**src/rtl/sync_pkg.sv**
```systemverilog
// Shared limits and helpers for the multi-channel synchronizer/glitch filter.
package sync_pkg;

  localparam int MAX_WIDTH         = 32;
  localparam int MIN_STAGES        = 2;
  localparam int MAX_STAGES        = 4;
  localparam int MAX_FILTER_CYCLES = 255;

  // Stability counter width; a zero-length filter still gets a 1-bit counter.
  function automatic int cnt_width(input int filter_cycles);
    if (filter_cycles < 1)
      return 1;
    return $clog2(filter_cycles + 1);
  endfunction

endpackage

```
**src/rtl/sync_filter_if.sv**
```systemverilog
// Channel bundle between a foreign-domain source and the synchronizer.
interface sync_filter_if #(
  parameter int WIDTH = 1
);

  logic [WIDTH-1:0] data_i;
  logic [WIDTH-1:0] data_o;
  logic [WIDTH-1:0] rise_o;
  logic [WIDTH-1:0] fall_o;
  logic             changed_o;

  modport master (
    output data_i,
    input  data_o,
    input  rise_o,
    input  fall_o,
    input  changed_o
  );

  modport slave (
    input  data_i,
    output data_o,
    output rise_o,
    output fall_o,
    output changed_o
  );

endinterface

```
**src/rtl/sync_filter_channel.sv**
```systemverilog
// One channel: synchronizer chain, stability counter and registered level/edge flops.
module sync_filter_channel
  import sync_pkg::*;
#(
  parameter int   STAGES        = 2,
  parameter int   FILTER_CYCLES = 0,
  parameter logic INIT_VAL      = 1'b0
) (
  input  logic clock_i,
  input  logic reset_n_i,
  input  logic data_i,
  output logic data_o,
  output logic rise_o,
  output logic fall_o,
  output logic rise_next,
  output logic fall_next
);

  localparam int              CNT_W   = cnt_width(FILTER_CYCLES);
  localparam logic [CNT_W-1:0] CNT_MAX = CNT_W'(FILTER_CYCLES);

  (* ASYNC_REG = "TRUE" *) logic [STAGES-1:0] sync_reg;

  logic             sync_val;
  logic [CNT_W-1:0] cnt_reg;
  logic [CNT_W-1:0] cnt_next;
  logic             data_reg;
  logic             data_next;
  logic             rise_reg;
  logic             fall_reg;

  assign sync_val = sync_reg[STAGES-1];

  always_ff @(posedge clock_i or negedge reset_n_i) begin
    if (!reset_n_i) begin
      sync_reg <= {STAGES{INIT_VAL}};
    end else begin
      sync_reg <= {sync_reg[STAGES-2:0], data_i};
    end
  end

  // The level only moves once the synchronized value has disagreed with it
  // for FILTER_CYCLES+1 consecutive edges; any agreement restarts the count.
  always_comb begin
    cnt_next  = '0;
    data_next = data_reg;
    rise_next = 1'b0;
    fall_next = 1'b0;
    if (sync_val != data_reg) begin
      if (cnt_reg == CNT_MAX) begin
        data_next = sync_val;
        rise_next = sync_val;
        fall_next = ~sync_val;
      end else begin
        cnt_next = cnt_reg + CNT_W'(1);
      end
    end
  end

  always_ff @(posedge clock_i or negedge reset_n_i) begin
    if (!reset_n_i) begin
      cnt_reg  <= '0;
      data_reg <= INIT_VAL;
      rise_reg <= 1'b0;
      fall_reg <= 1'b0;
    end else begin
      cnt_reg  <= cnt_next;
      data_reg <= data_next;
      rise_reg <= rise_next;
      fall_reg <= fall_next;
    end
  end

  assign data_o = data_reg;
  assign rise_o = rise_reg;
  assign fall_o = fall_reg;

endmodule

```
**src/rtl/sync_filter.sv**
```systemverilog
// Multi-channel clock-domain-crossing synchronizer with per-channel glitch filter and edge pulses.
module sync_filter
  import sync_pkg::*;
#(
  parameter int               WIDTH         = 1,
  parameter int               STAGES        = 2,
  parameter int               FILTER_CYCLES = 0,
  parameter logic [WIDTH-1:0] INIT          = '0
) (
  input  logic         clock_i,
  input  logic         reset_n_i,
  sync_filter_if.slave bus
);

  if (WIDTH < 1 || WIDTH > MAX_WIDTH) begin : g_bad_width
    $error("sync_filter: WIDTH %0d outside 1..%0d", WIDTH, MAX_WIDTH);
  end
  if (STAGES < MIN_STAGES || STAGES > MAX_STAGES) begin : g_bad_stages
    $error("sync_filter: STAGES %0d outside %0d..%0d", STAGES, MIN_STAGES, MAX_STAGES);
  end
  if (FILTER_CYCLES < 0 || FILTER_CYCLES > MAX_FILTER_CYCLES) begin : g_bad_filter
    $error("sync_filter: FILTER_CYCLES %0d outside 0..%0d", FILTER_CYCLES, MAX_FILTER_CYCLES);
  end

  logic [WIDTH-1:0] data_vec;
  logic [WIDTH-1:0] rise_vec;
  logic [WIDTH-1:0] fall_vec;
  logic [WIDTH-1:0] rise_next;
  logic [WIDTH-1:0] fall_next;
  logic             changed_reg;

  for (genvar gi = 0; gi < WIDTH; gi++) begin : g_chan
    sync_filter_channel #(
      .STAGES        (STAGES),
      .FILTER_CYCLES (FILTER_CYCLES),
      .INIT_VAL      (INIT[gi])
    ) u_chan (
      .clock_i   (clock_i),
      .reset_n_i (reset_n_i),
      .data_i    (bus.data_i[gi]),
      .data_o    (data_vec[gi]),
      .rise_o    (rise_vec[gi]),
      .fall_o    (fall_vec[gi]),
      .rise_next (rise_next[gi]),
      .fall_next (fall_next[gi])
    );
  end

  // Reduced from the channels' next-state pulses so it lines up with rise_o/fall_o.
  always_ff @(posedge clock_i or negedge reset_n_i) begin
    if (!reset_n_i) begin
      changed_reg <= 1'b0;
    end else begin
      changed_reg <= |(rise_next | fall_next);
    end
  end

  assign bus.data_o    = data_vec;
  assign bus.rise_o    = rise_vec;
  assign bus.fall_o    = fall_vec;
  assign bus.changed_o = changed_reg;

endmodule

```
**src/flat_wrapper.sv**
```systemverilog
// flat-port wrapper written by rule: the top's interface ports become plain ports
module sync_filter_flat import sync_pkg::*;
#(
  parameter int               WIDTH         = 1,
  parameter int               STAGES        = 2,
  parameter int               FILTER_CYCLES = 0,
  parameter logic [WIDTH-1:0] INIT          = '0
)
  (clock_i, reset_n_i, bus_data_i, bus_data_o, bus_rise_o, bus_fall_o, bus_changed_o);
  sync_filter_if #(.WIDTH(WIDTH)) bus_i ();
  input  logic clock_i;
  input  logic reset_n_i;
  input wire logic [$bits(bus_i.data_i)-1:0] bus_data_i;
  output wire logic [$bits(bus_i.data_o)-1:0] bus_data_o;
  output wire logic [$bits(bus_i.rise_o)-1:0] bus_rise_o;
  output wire logic [$bits(bus_i.fall_o)-1:0] bus_fall_o;
  output wire logic [$bits(bus_i.changed_o)-1:0] bus_changed_o;
  assign bus_i.data_i = bus_data_i;
  assign bus_data_o = bus_i.data_o;
  assign bus_rise_o = bus_i.rise_o;
  assign bus_fall_o = bus_i.fall_o;
  assign bus_changed_o = bus_i.changed_o;
  sync_filter #(.WIDTH(WIDTH), .STAGES(STAGES), .FILTER_CYCLES(FILTER_CYCLES), .INIT(INIT)) u_core (.clock_i(clock_i), .reset_n_i(reset_n_i), .bus(bus_i));
endmodule
```
**config.mk**
```make
export PLATFORM = sky130hd
export DESIGN_NAME = sync_filter_flat
export DESIGN_NICKNAME = d
export VERILOG_FILES = /design/src/rtl/sync_pkg.sv /design/src/rtl/sync_filter_if.sv /design/src/rtl/sync_filter_channel.sv /design/src/rtl/sync_filter.sv /design/src/flat_wrapper.sv
export SDC_FILE = /design/constraint.sdc
export NUM_CORES = 1
export LEC_CHECK = 0
export ABC_AREA = 0
export CAP_MARGIN = 20
export CORE_AREA = 2 2 39 41
export DETAILED_ROUTE_END_ITERATION = 8
export DIE_AREA = 0 0 41 43
export PLACE_DENSITY = 0.3
export SETUP_SLACK_MARGIN = 0.2
export SLEW_MARGIN = 25
export SYNTH_ARGS = -nofsm -noshare
export SYNTH_HDL_FRONTEND = slang
export SYNTH_SLANG_ARGS = --single-unit
export TNS_END_PERCENT = 100
```
**constraint.sdc**
```tcl
create_clock -name clock_i -period 1.6 [get_ports clock_i]
set_input_delay 0.16 -clock clock_i [delete_from_list [all_inputs] [get_ports clock_i]]
set_output_delay 0.16 -clock clock_i [all_outputs]
set_load 0.05 [all_outputs]
```
# ---- Word-level counts from Yosys, hierarchy flattened
# Cells that the tools add are included.
dict set report op_classes {
  addsub 1
  multipliers 0
  div 0
  n_lt_le_gt_ge 0
  n_bitwise 3
  eq_ne 1
  mux 6
  n_shift 0
  n_reduce_logical 1
}
# operator count
set ops {}
lappend ops {{1-bit two-way mux} 6}
lappend ops {{1-bit inverter} 2}
lappend ops {{2-bit AND reduction} 1}
lappend ops {{1-bit adder, second input constant} 1}
lappend ops {{1-bit != test} 1}
lappend ops {{1-bit bitwise OR} 1}
dict set report word_totals {
  mem_count 0
  latch_bits 0
  rom_bits 0
  output_inout_bits 4
  regBits 7
  elab_cells 18
  mem_bits_rw 0
}

# ---- Logic depth before layout (Yosys ltp)
# Gate-level depths: netlist of run 1.
dict set report depth {
  depth_word 4
  mapped_depth 3
  depth_no_buf 3
}

# ---- Hierarchy
# Synthesis of run 1 repeated with hierarchy kept, for this count alone.
dict set report unflattened {
  cells_unflattened 12
  area_unflattened_um2 203.9
}
# module cells_each area_per_inst_um2 instances
set by_module_without_submodules {}
lappend by_module_without_submodules {sync_filter_channel 10 172.7 1}
lappend by_module_without_submodules {sync_filter 2 31.3 1}

# ---- Worst setup path after synthesis of run 1
# OpenSTA, ideal clock, no wires.
dict set report synth_path {
  path_kind {register to register}
  startpoint {register u_core.g_chan[0].u_chan.data_reg}
  endpoint {register u_core.g_chan[0].u_chan.data_reg}
  n_path_buf 0
  path_stages_with_launch 4
  arrival_time_ns 1.343
  path_slack_ns 0.132
  period_less_slack_ns 1.468
  setup_ns 0.125
  cell_sequence {dfrtp_1 > inv_1 > ha_1 > mux2_4}
}
dict set report synth_via {
  elab_chain_len 2
}
# element line_no
set synth_rtl {}
lappend synth_rtl {{from (decl)} sync_filter_channel.sv:27} ;# logic data_reg;
lappend synth_rtl {{from (signal assigned)} sync_filter_channel.sv:68} ;# data_reg <= data_next;
lappend synth_rtl {{1-bit != test} sync_filter_channel.sv:49} ;# if (sync_val != data_reg) begin
lappend synth_rtl {{2-bit AND reduction (no line)} --}
# No other way between the ends.
# A chain may end at the register's enable or synchronous reset.

# ---- Worst setup path in the final report of run 1
# Same ends and word-level chain as after synthesis.

==> metrics.md, run 1 <==
| Metric | Value |
|---|---|
| Synth Cell Area | `around 200 um2` |
| Area after DPL | `273 um2` |
| Sw Ratio | `0.409` |
| Setup violators final | `0` |
| Seq/Total Area, Yosys | `0.745` |
| First-pass GRT wire length | `483 um` |
| CP Capture Type | `register` |
| Leakage power | `roughly 0.00015 uW` |
| Critical-path cell list | `inv_1 -> ha_1 -> mux2_4` |
| WP buf/inv | `1` |
| Final period util | `0.729` |
| Area of the core | `between 1000 and 1500 um2` |
| Tightest Pin Transition | `just under 0.3 ns` |
| Hold Fails Final Rpt | `0` |
| HP Class | `in -> async` |
| Antenna diode count | `0` |
| Area taken by multi-input logic gates | `between 40 and 50 um2` |
| Most frequent cells in the layout | `dfrtp_1, buf_4, inv_1, clkbuf_4` |
| Clock share of power | `0.233` |
| Synth Net Count | `17` |
| Synth warn | `0` |
| Clock sinks | `6` |
| Final min period | `1.17 ns` |
| Antenna violations before repair | `0` |
| PD cells | `2180 nW/um2` |
| Fillcell total | `149` |
| Nets | `28` |
| Area grow syn2layout | `48.4%` |
| Switching pwr | `between 200 and 300 uW` |
| Max Freq | `approximately 860 MHz` |
| Power Total | `between 600 and 700 uW` |
| Vias in the first global route | `about 120` |
| Die area | `1760 um2` |
| Post-CTS Setup Inserts | `0` |
| Wire length per cell | `8.24 um` |
| Rel. slew slack | `0.802` |
| RSZ-0062 raised after global routing | `no` |
| Final instance area | `~300 um2` |
| Share of layout cells above drive strength 1 | `0.409` |
| DRT iter0 DRCs | `0` |
| Syn Area/Cell | `~17 um2` |
| Post-DRT Antenna Nets | `0` |
| Sequential cell area | `roughly 150 um2` |
| Int Power | `385 uW` |
| Via count | `116` |
| WS Path Type | `reg -> reg` |
| Required time worst endpoint | `between 1.5 and 2 ns` |
| Crit path launch type | `register` |
| CP max stage cell | `dfrtp_2` |
| Post-synthesis instance total | `12` |
| Pre-CTS WS | `approximately 0.43 ns` |
| Most common cell after layout, fill and taps aside | `dfrtp_1` |
| CP max FO | `4` |
| Io pins | `7` |
| Clock latency on the worst-skew pair | `0.25 ns` |
| Flops & latches, synth | `6` |
| Starting density of the core | `0.146` |
| Max reg flops | `2` |
| Combinational power share | `0.428` |
| Htree depth | `1` |
| Port Buffers | `6` |
| TritonCTS Buffers | `3` |
| Post-DR vias/cell | `around 3` |
| Sequential share of power | `0.339` |
| GRT overflow | `0` |
| Largest net degree at the start of global routing | `7` |
| GP Congestion | `0.632` |
| CP arrival | `approximately 1.3 ns` |
| GRT Util Overall | `0.0505` |
| Hold buffers post-CTS | `0` |
| Final count of pins violating max slew | `0` |
| Max Cap Viol | `0` |
| Die Wd | `~41 um` |
| Yosys cell types | `4` |
| Setup slack after layout | `0.434 ns` |
| Post_cts resized | `0` |
| CP top delay family | `flip-flops` |
| Status | `finished, final reports clean` |
| Detailed-route DRC error count | `0` |
| WL final | `about 310 um` |
| Clock skew | `~0.011 ns` |
| Final Hold Slack | `~0.16 ns` |
| Clock Path Buffers | `2` |
| Clk Tree Root Cell | `clkbuf_4` |
| Height of the chip | `43 um` |
| Max VDD drop | `around 0.00055 V` |
| CTS tree | `yes` |
| TNS Setup | `0 ns` |
| Clock slew at reported path FFs | `~0.05 ns` |
| Drt pass-1 iters | `1` |
| Cell Rows | `14` |
| CP max stage delay | `0.39 ns` |
-- cell families after synthesis --
logic type	after synthesis	synth area share
flip-flops	6	0.745
buffers and inverters	3	0.0559
adder cells (fa/ha/maj)	2	0.124
multiplexers	1	0.0745
-- power by group through the flow --
stage	Combinational, uW	Sequential, uW	Clock [uW]
2_1_floorplan	54.5	365	0
3_3_place_gp	280	223	0
3_5_place_dp	282	224	0
4_1_cts	282	221	159
5_1_grt	294	224	170
6_report	279	221	152
-- metrics by stage --
step,std cells,utilization
after detailed placement,34,0.197
after floorplan,12,-
after global routing,38,0.216
final,38,0.216
after CTS,38,0.216
after global placement,34,0.197
-- final timing paths --
| check | startpoint | end | slack (ns) | cells after the start |
|---|---|---|---|---|
| worst max-delay path | u_core.g_chan[0].u_chan.data_o | u_core.g_chan[0].u_chan.data_o | 0.43 | 3 |
| worst min-delay path | reset_n_i | u_core.g_chan[0].u_chan.rise_o | 0.16 | 1 |
| worst max register to register | u_core.g_chan[0].u_chan.data_o | u_core.g_chan[0].u_chan.data_o | 0.43 | 3 |
| worst min register to register | u_core.g_chan[0].u_chan.sync_reg[0] | u_core.g_chan[0].u_chan.sync_reg[1] | 0.35 | 0 |
| max in group asynchronous | reset_n_i | u_core.g_chan[0].u_chan.data_o | 1.20 | 1 |
| min in group clock_i | u_core.g_chan[0].u_chan.sync_reg[0] | u_core.g_chan[0].u_chan.sync_reg[1] | 0.35 | 0 |
-- synthesized netlist by cell type --
| library cell | instances | area [um2] |
|---|---|---|
| dfrtp_1 | 6 | 150 |
| mux2_4 | 1 | 15.0 |
| ha_1 | 2 | 25.0 |
| inv_1 | 3 | 11.3 |
-- layer usage --
metal,share of wire,global-route usage,wire (um),up-vias
met5,0,0,0,-
met3,0.14,0.0471,45,0
met4,0,0.0600,0,0
met1,0.45,0.0523,140,53
li1,-,-,-,57
met2,0.40,0.0500,126,6
-- worst register-to-register path: cells and delay by family, from the launching register on --
family | cells | cell delay (ns)
adder cells (fa/ha/maj) | 1 | 0.32
buffers and inverters | 1 | 0.05
flip-flops | 1 | 0.39
multiplexers | 1 | 0.30
-- area by class of cell --
type / instances / area share
clock buffer: 4 / 0.0879
multi-input combinational: 3 / 0.134
sequential: 6 / 0.506
tap: 16 / 0.0669
inverter: 3 / 0.0377
timing repair buffer: 6 / 0.167
Note: power is estimated with default switching activity, not from simulation.
==> run 2: changes to the inputs <==
--- a/config.mk
+++ b/config.mk
@@ -10,7 +10,7 @@
 export CORE_AREA = 2 2 39 41
 export DETAILED_ROUTE_END_ITERATION = 8
 export DIE_AREA = 0 0 41 43
-export PLACE_DENSITY = 0.3
+export PLACE_DENSITY = 0.32
 export SETUP_SLACK_MARGIN = 0.2
 export SLEW_MARGIN = 25
 export SYNTH_ARGS = -nofsm -noshare
==> constraint.sdc (replaced) <==
create_clock -name clock_i -period 0.9 [get_ports clock_i]
set_input_delay 0.09 -clock clock_i [delete_from_list [all_inputs] [get_ports clock_i]]
set_output_delay 0.09 -clock clock_i [all_outputs]
set_load 0.05 [all_outputs]
==> run 2 against run 1 <==
  * The run now ends with negative setup slack left
  * Final area increased by 28%
  * Via count grew 14%
  * Clock-buffer cell count did not move
  * Final cell count up 7.9%
  * Sequential share of layout area decreased by 11 points
  * Fmax grew 8.9%
  * Total power is 130% higher
  * Register-to-register slack got worse by 0.60 ns
  * Clock power grew 74%
  * Critical endpoint unchanged
  * Largest cell class unchanged
==> metrics.md, run 2 (same netlist as run 1, synthesis figures left out) <==
| Metric | Value |
|---|---|
| Status | `complete, but fails checks` |
| Failing checks | `negative setup slack` |
| Setup violators final | `2` |
| CP max FO | `2` |
| Tightest Pin Transition | `~0.28 ns` |
| CP arrival | `about 1.2 ns` |
| Hold buffers post-CTS | `0` |
| Area of the core | `1380 um2` |
| Max Cap Viol | `0` |
| Antenna diode count | `0` |
| Die area | `between 1500 and 2000 um2` |
| Max reg flops | `2` |
| WP buf/inv | `0` |
| Antenna violations before repair | `0` |
| Wire length per cell | `around 7.5 um` |
| Height of the chip | `roughly 43 um` |
| Crit path launch type | `register` |
| Most common cell after layout, fill and taps aside | `dfrtp_1` |
| CP Depth | `2` |
| Hold Fails Final Rpt | `0` |
| Vias in the first global route | `about 150` |
| Clock sinks | `6` |
| Placed cell count | `36` |
| Starting density of the core | `0.146` |
| Clock latency on the worst-skew pair | `around 0.24 ns` |
| TritonCTS Buffers | `3` |
| Final min period | `~1.1 ns` |
| Post-DRT Antenna Nets | `0` |
| GRT overflow | `0` |
| CTS tree | `yes` |
| Drt pass-1 iters | `3` |
| PD cells | `~3900 nW/um2` |
| Post-DR vias/cell | `approximately 3.2` |
| CP Capture Type | `register` |
| Power Total | `1480 uW` |
| Fillcell total | `142` |
| Detailed-route DRC error count | `0` |
| Nets | `31` |
| Most frequent cells in the layout | `dfrtp_1, buf_12, clkbuf_4, buf_4` |
| WS Path Type | `reg -> reg` |
| Cell Rows | `14` |
| Largest net degree at the start of global routing | `7` |
| Required time worst endpoint | `1.03 ns` |
| Rel. slew slack | `0.810` |
| Final period util | `1.19` |
| Port Buffers | `6` |
| First-pass GRT wire length | `approximately 560 um` |
| CP top delay family | `flip-flops` |
| Die Wd | `~41 um` |
| Final instance area | `~380 um2` |
| Via count | `~130` |
| Share of the core filled with cells | `0.278` |
| Max Freq | `between 900 and 1000 MHz` |
| Setup slack after layout | `-0.170 ns` |
| Critical-path cell list | `ha_4 -> mux2_4` |
| Reg2reg path depth | `2` |
| Max VDD drop | `approximately 0.00073 V` |
| DP HPWL | `approximately 250 um` |
| RSZ-0062 raised after global routing | `yes` |
| Clock slew at reported path FFs | `roughly 0.05 ns` |
| Final count of pins violating max slew | `0` |
| Share of layout cells above drive strength 1 | `0.600` |
| Io pins | `7` |
| CP max stage delay | `around 0.40 ns` |
| Clock skew | `0.00823 ns` |
| GP Congestion | `between 0.6 and 0.7` |
| CP max stage cell | `dfrtp_1` |
| WL final | `around 310 um` |
| Leakage power | `roughly 0.00018 uW` |
| Clock Path Buffers | `2` |
| DRT iter0 DRCs | `1` |
| HP Class | `in -> async` |
| Area grow syn2layout | `90.7%` |
| Area after DPL | `350 um2` |
| Htree depth | `1` |
| TNS Setup | `-0.305 ns` |
| Clk Tree Root Cell | `clkbuf_4` |
| GRT Util Overall | `0.0597` |
| Non-filler cells, final | `a little over 40` |
==> run 2: changes by cell type in the layout (fill, tap and decap cells not counted), sizes merged <==
cell  change
buf       +3
==> run 2: path summary, 6_finish.rpt <==
| kind | start | to | slack (ns) |
|---|---|---|---|
| worst max-delay path | u_core.g_chan[0].u_chan.sync_reg[1] | u_core.g_chan[0].u_chan.data_o | -0.17 |
| worst min-delay path | reset_n_i | u_core.g_chan[0].u_chan.fall_o | 0.09 |
| worst max register to register | u_core.g_chan[0].u_chan.sync_reg[1] | u_core.g_chan[0].u_chan.data_o | -0.17 |
| worst min register to register | u_core.g_chan[0].u_chan.sync_reg[0] | u_core.g_chan[0].u_chan.sync_reg[1] | 0.35 |
| max in group asynchronous | reset_n_i | u_core.g_chan[0].u_chan.data_o | 0.57 |
| min in group clock_i | bus_data_i | u_core.g_chan[0].u_chan.sync_reg[0] | 0.29 |
==> run 2: what timing repair did <==
action                                  4_1_cts  5_1_grt
gates resized for setup                       1        0
buffers inserted                              1        0
endpoints found under the setup margin        7        7
hold endpoints to repair                      0        0
==> run 2: area by class of cell <==
| type | count | area, um2 | area share |
|---|---|---|---|
| inverters | 3 | 11.3 | 0.0293 |
| clock buffers | 4 | 26.3 | 0.0684 |
| well taps | 16 | 20.0 | 0.0521 |
| flip-flops and latches | 6 | 151 | 0.394 |
| multi-input cells | 3 | 52.6 | 0.137 |
| repair buffers | 9 | 123 | 0.319 |
==> run 2: per-layer routing <==
layer  GRT usage  part of all wire
met1      0.0363              0.36
met2      0.0750              0.50
met3      0.0628              0.10
met4      0.0800             0.026
met5           0                 0
==> run 2: stage by stage <==
stage / setup WS [ns] / hold WS (ns)
2_1_floorplan: -0.372 / -0.206
3_3_place_gp: -0.179 / 0.338
3_5_place_dp: -0.180 / 0.345
4_1_cts: -0.174 / 0.0838
5_1_grt: -0.197 / 0.0937
6_report: -0.170 / 0.0889
==> run 2: worst register-to-register path: stages, from the launching register on <==
cell     delay [ns]
dfrtp_1        0.40
ha_4           0.28
mux2_4         0.28
==> run 2: report_power, final <==
group          leakage, uW  switching [uW]  internal, uW
sequential       0.0000714            57.9           352
clock            0.0000150            96.2           168
combinational    0.0000962             384           425
total             0.000183             538           945
==> RTL change 1, RTL diff (config.mk and constraints of run 2) <==
`STAGES` is set to 2 in 3 places; all go to 4.
--- a/src/rtl/sync_filter_channel.sv
+++ b/src/rtl/sync_filter_channel.sv
@@ -4,3 +4,3 @@
 #(
-  parameter int   STAGES        = 2,
+  parameter int   STAGES        = 4,
   parameter int   FILTER_CYCLES = 0,
--- a/src/rtl/sync_filter.sv
+++ b/src/rtl/sync_filter.sv
@@ -5,3 +5,3 @@
   parameter int               WIDTH         = 1,
-  parameter int               STAGES        = 2,
+  parameter int               STAGES        = 4,
   parameter int               FILTER_CYCLES = 0,
--- a/src/flat_wrapper.sv
+++ b/src/flat_wrapper.sv
@@ -4,3 +4,3 @@
   parameter int               WIDTH         = 1,
-  parameter int               STAGES        = 2,
+  parameter int               STAGES        = 4,
   parameter int               FILTER_CYCLES = 0,
Behaviour: not the same (Yosys sat finds a counterexample within 4 cycles, from zero or initial values and one cycle with reset_n_i low).
==> RTL change 1 against run 2 <==
- the run still ends with negative setup slack left
- critical path depth did not move
- fmax fell by 3.2%
- total power increased by 19%
- clock skew up 0.0016 ns
- synthesized area is 25% higher
- wire length is 41% higher
- die area unchanged
- cell area grew 23%
- sequential cell count increased by 2
- setup slack lost 0.036 ns
- global-route usage rose by 0.73 points
- count of clock-buffer cells in the layout did not move
- critical path type unchanged
- largest cell class unchanged
==> RTL change 1: results (changes against run 2) <==
| Metric | Value |
|---|---|
| Clock Skew | 0.00979 ns (was 0.00823 ns) |
| Failing checks | negative setup slack (unchanged) |
| Area contributors post-synth | dfrtp_1, ha_1, mux2_4 (unchanged) |
| Synthesized area | 251 um2 (was 201 um2) |
| Final setup margin | -0.206 ns (was -0.170 ns) |
| Met2 global-route usage | 9.06% (was 7.50%) |
| Sw Pwr | 0.615 mW (was 0.538 mW) |
| Finished Layout Cells | 45 (was 41) |
| Cell Area, Placed | 400 um2 (was 350 um2) |
| Power Dens Cells | 3730 nW/um2 (was 3860 nW/um2) |
| Wire length of the first global-routing pass | 696 um (was 558 um) |
| Total Nets Final | 35 (was 31) |
| Maximum vdd drop | 0.895 mV (was 0.727 mV) |
| Place WS | -0.195 ns (was -0.180 ns) |
| Total power | 1.76 mW (was 1.48 mW) |
| Inst Count DP | 38 (was 36) |
| Largest stage delay, worst path | 0.42 ns (was 0.40 ns) |
| Worst EP arrival | 1.25 ns (was 1.20 ns) |
| Post-CTS Setup Bufs | 3 (was 1) |
| Final setup vio count | 3 (was 2) |
| Status | finished with violations (unchanged) |
| Clock Latency Late Sink | 0.26 ns (was 0.24 ns) |
| Max reg flops | 4 (was 2) |
| P_comb | 0.957 mW (was 0.809 mW) |
| Post-synthesis register bit count | 8 (was 6) |
==> RTL change 1: final timing paths <==
check | slack (ns) | endpoint | cells after the start | from
worst max-delay path | -0.21 | u_core.g_chan[0].u_chan.data_o | 2 | u_core.g_chan[0].u_chan.sync_reg[3]
worst min-delay path | 0.10 | u_core.g_chan[0].u_chan.fall_o | 1 | reset_n_i
worst max register to register | -0.21 | u_core.g_chan[0].u_chan.data_o | 2 | u_core.g_chan[0].u_chan.sync_reg[3]
worst min register to register | 0.35 | u_core.g_chan[0].u_chan.sync_reg[1] | 0 | u_core.g_chan[0].u_chan.sync_reg[0]
max in group asynchronous | 0.52 | u_core.g_chan[0].u_chan.data_o | 1 | reset_n_i
min in group clock_i | 0.28 | u_core.g_chan[0].u_chan.sync_reg[0] | 1 | bus_data_i
==> RTL change 1: logic make-up after synthesis <==
logic type | after synthesis | share of synthesized area (%)
adder cells (fa/ha/maj) | 2 | 9.95
buffers and inverters | 3 | 4.48
flip-flops | 8 | 79.6
multiplexers | 1 | 5.97
==> RTL change 2, RTL diff (settings of run 2) <==
Without the edit above. Reset style: synchronous (`reset_n_i`), changed in 3 clocked blocks.
--- a/src/rtl/sync_filter_channel.sv
+++ b/src/rtl/sync_filter_channel.sv
@@ -33,3 +33,3 @@
 
-  always_ff @(posedge clock_i or negedge reset_n_i) begin
+  always_ff @(posedge clock_i) begin
     if (!reset_n_i) begin
@@ -59,3 +59,3 @@
 
-  always_ff @(posedge clock_i or negedge reset_n_i) begin
+  always_ff @(posedge clock_i) begin
     if (!reset_n_i) begin
--- a/src/rtl/sync_filter.sv
+++ b/src/rtl/sync_filter.sv
@@ -49,3 +49,3 @@
   // Reduced from the channels' next-state pulses so it lines up with rise_o/fall_o.
-  always_ff @(posedge clock_i or negedge reset_n_i) begin
+  always_ff @(posedge clock_i) begin
     if (!reset_n_i) begin
Check against the original RTL: differs if reset_n_i is asserted again (counterexample within 4 cycles, from zero or initial values and one cycle with reset_n_i low); with reset_n_i held inactive, the same outputs for 10 cycles.
==> RTL change 2 against run 2 <==
- first-iteration DRC count shrank 100%
- synthesized area grew 6.8%
- final cell count grew 9.8%
- wire length grew 2.9%
- global-route usage shrank 0.14 points
- setup slack gained 0.25 ns
- cell area grew 2.9%
- via count grew 14%
- critical path depth shrank 1
- sequential cell count grew 1
Power is not compared: it rests on default switching activity, and its combinational part moved more than twofold at a synthesized area within 25%.
==> RTL change 2: results (changes against run 2) <==
| Metric | Value |
|---|---|
| Post-DR wirelength/cell | 7.00 um (was 7.46 um) |
| Syn nets | 21 (was 17) |
| Wire length of the first global-routing pass | 558 um (unchanged) |
| Clock Latency Late Sink | 0.25 ns |
| Ant. Diodes | 0 (unchanged) |
| Worst hold-check path type | in2reg (was in2async) |
| Total track usage | 5.84% (was 5.97%) |
| Status | complete, no violations (was finished with violations) |
| Largest stage delay, worst path | 0.34 ns (was 0.40 ns) |
| LEAKAGE | 0.154 nW |
| Inst Count DP | 40 (was 36) |
| Switching part of the total | 21.0% |
| Worst EP arrival | 0.73 ns (was 1.20 ns) |
| Worst-path clk slew | 0.05 ns (about the same) |
| Number of buffers added on ports | 6 (unchanged) |
| YS warnings | 0 (unchanged) |
| Cell Area, Placed | 347 um2 (was 350 um2) |
| Root buffer cell | clkbuf_4 (unchanged) |
| Via count | 151 (was 132) |
| Drt first-iter violations | 0 (was 1) |
| CTS Hold Bufs | 0 (unchanged) |
| Maximum vdd drop | 0.552 mV |
| Die Width | 41 um (unchanged) |
| Area contributors post-synth | dfxtp_1, nand2b_4, and2_1 (was dfrtp_1, ha_1, mux2_4) |
| Total Nets Final | 33 (was 31) |
| Worst hold stages | 2 |
| Clock Skew | 0.00555 ns (was 0.00823 ns) |
| Max reg flops | 2 (unchanged) |
| R2R depth | 3 (was 2) |
| GPL Wtd Cong | 0.694 (was 0.666) |
| CTS Buf Count | 3 (unchanged) |
| Detailed Routing Iterations Pass 1 | 1 (was 3) |
| Asr flop ratio synth | 0% (was 100%) |
| Largest net degree at the start of global routing | 5 (was 7) |
| Syn_area_per_cell | 12.0 um2 (was 16.8 um2) |
| Slowest cell on crit path | dfxtp_4 (was dfrtp_1) |
| Critical path peak fanout | 2 (unchanged) |
| CP top delay family | flip-flops (unchanged) |
| Antenna violations before repair | 0 (unchanged) |
| Share of cells above drive strength 1 | 62.1% (was 60.0%) |
| Dpl hpwl | 245 um (was 248 um) |
| Synth cell count leaders | dfxtp_1, and2_1, nand2b_1, nor2_1 (was dfrtp_1, inv_1, ha_1, mux2_4) |
| H-tree level count | 1 (unchanged) |
| Via density | 3.36 (was 3.22) |
| Post-synth cell types | 9 (was 4) |
| Maximum clock path buffer count | 2 (unchanged) |
| Post-synthesis sequential area ratio | 65.1% (was 74.5%) |
-- RTL change 2: cell count changes after synthesis, sizes merged --
cell | before | now
dfxtp | 0 | 7
dfrtp | 6 | 0
inv | 3 | 0
nand2b | 0 | 3
and2 | 0 | 2
ha | 2 | 0
nor2 | 0 | 2
a21oi | 0 | 1
conb | 0 | 1
mux2 | 1 | 0
mux2i | 0 | 1
nor2b | 0 | 1
-- RTL change 2: cell families (layout without fill, tap and decap cells) --
| group | count (synthesis) | count (layout) | synth area share (%) |
|---|---|---|---|
| AOI/OAI and AO/OA | 1 | 1 | 4.07 |
| muxes | 1 | 1 | 4.65 |
| and+or+nand+nor | 8 | 8 | 24.4 |
| buffers and inverters | 0 | 11 | 0 |
| other | 1 | 1 | 1.74 |
| DFF | 7 | 7 | 65.1 |
-- RTL change 2: cell type report --
| class | instances | area [um2] |
|---|---|---|
| clock buffer | 4 | 26.3 |
| tap | 16 | 20.0 |
| multi-input combinational | 11 | 92.6 |
| timing repair buffer | 7 | 108 |
| fill | 150 | 988 |
| sequential | 7 | 149 |
-- RTL change 2: final timing paths --
path	slack, ns	end	startpoint
worst min register to register	0.43	u_core.g_chan[0].u_chan.sync_reg[1]	u_core.g_chan[0].u_chan.sync_reg[0]
worst max-delay path	0.08	bus_data_o	u_core.g_chan[0].u_chan.data_o
worst max register to register	0.11	u_core.bus.changed_o	u_core.g_chan[0].u_chan.data_o
worst min-delay path	0.43	u_core.g_chan[0].u_chan.sync_reg[0]	bus_data_i
-- RTL change 2: repair_timing --
| item | CTS | global route |
|---|---|---|
| gates resized for setup | 3 | 3 |
| setup buffers | 1 | 0 |
| endpoints found under the setup margin | 6 | 8 |
| pin swaps | 0 | 1 |
-- RTL change 2: routing by layer --
layer / track usage [%] / up-vias / share of wire, % / wire, um
li1: - / 76 / - / -
met1: 3.88 / 69 / 31 / 98
met2: 6.88 / 6 / 58 / 184
met3: 6.28 / 0 / 10 / 32
met4: 8.00 / 0 / 0 / 0
met5: 0 / - / 0 / 0
-- RTL change 2: through the flow --
stage	worst slack, ns	hold WS (ns)
final	0.0824	0.426
after global routing	0.0490	0.426
after CTS	0.0662	0.418
after detailed placement	0.0162	0.425
after global placement	0.00363	0.415
after floorplan	0.164	0.212
-- RTL change 2: power groups by stage --
stage	Clock [mW]	Combinational [mW]	Sequential, mW
detailed placement	0	0.0537	0.332
global route	0.320	0.0625	0.327
finish	0.276	0.0590	0.326
CTS	0.294	0.0560	0.326
floorplan	0	0.0169	0.341
global placement	0	0.0537	0.332
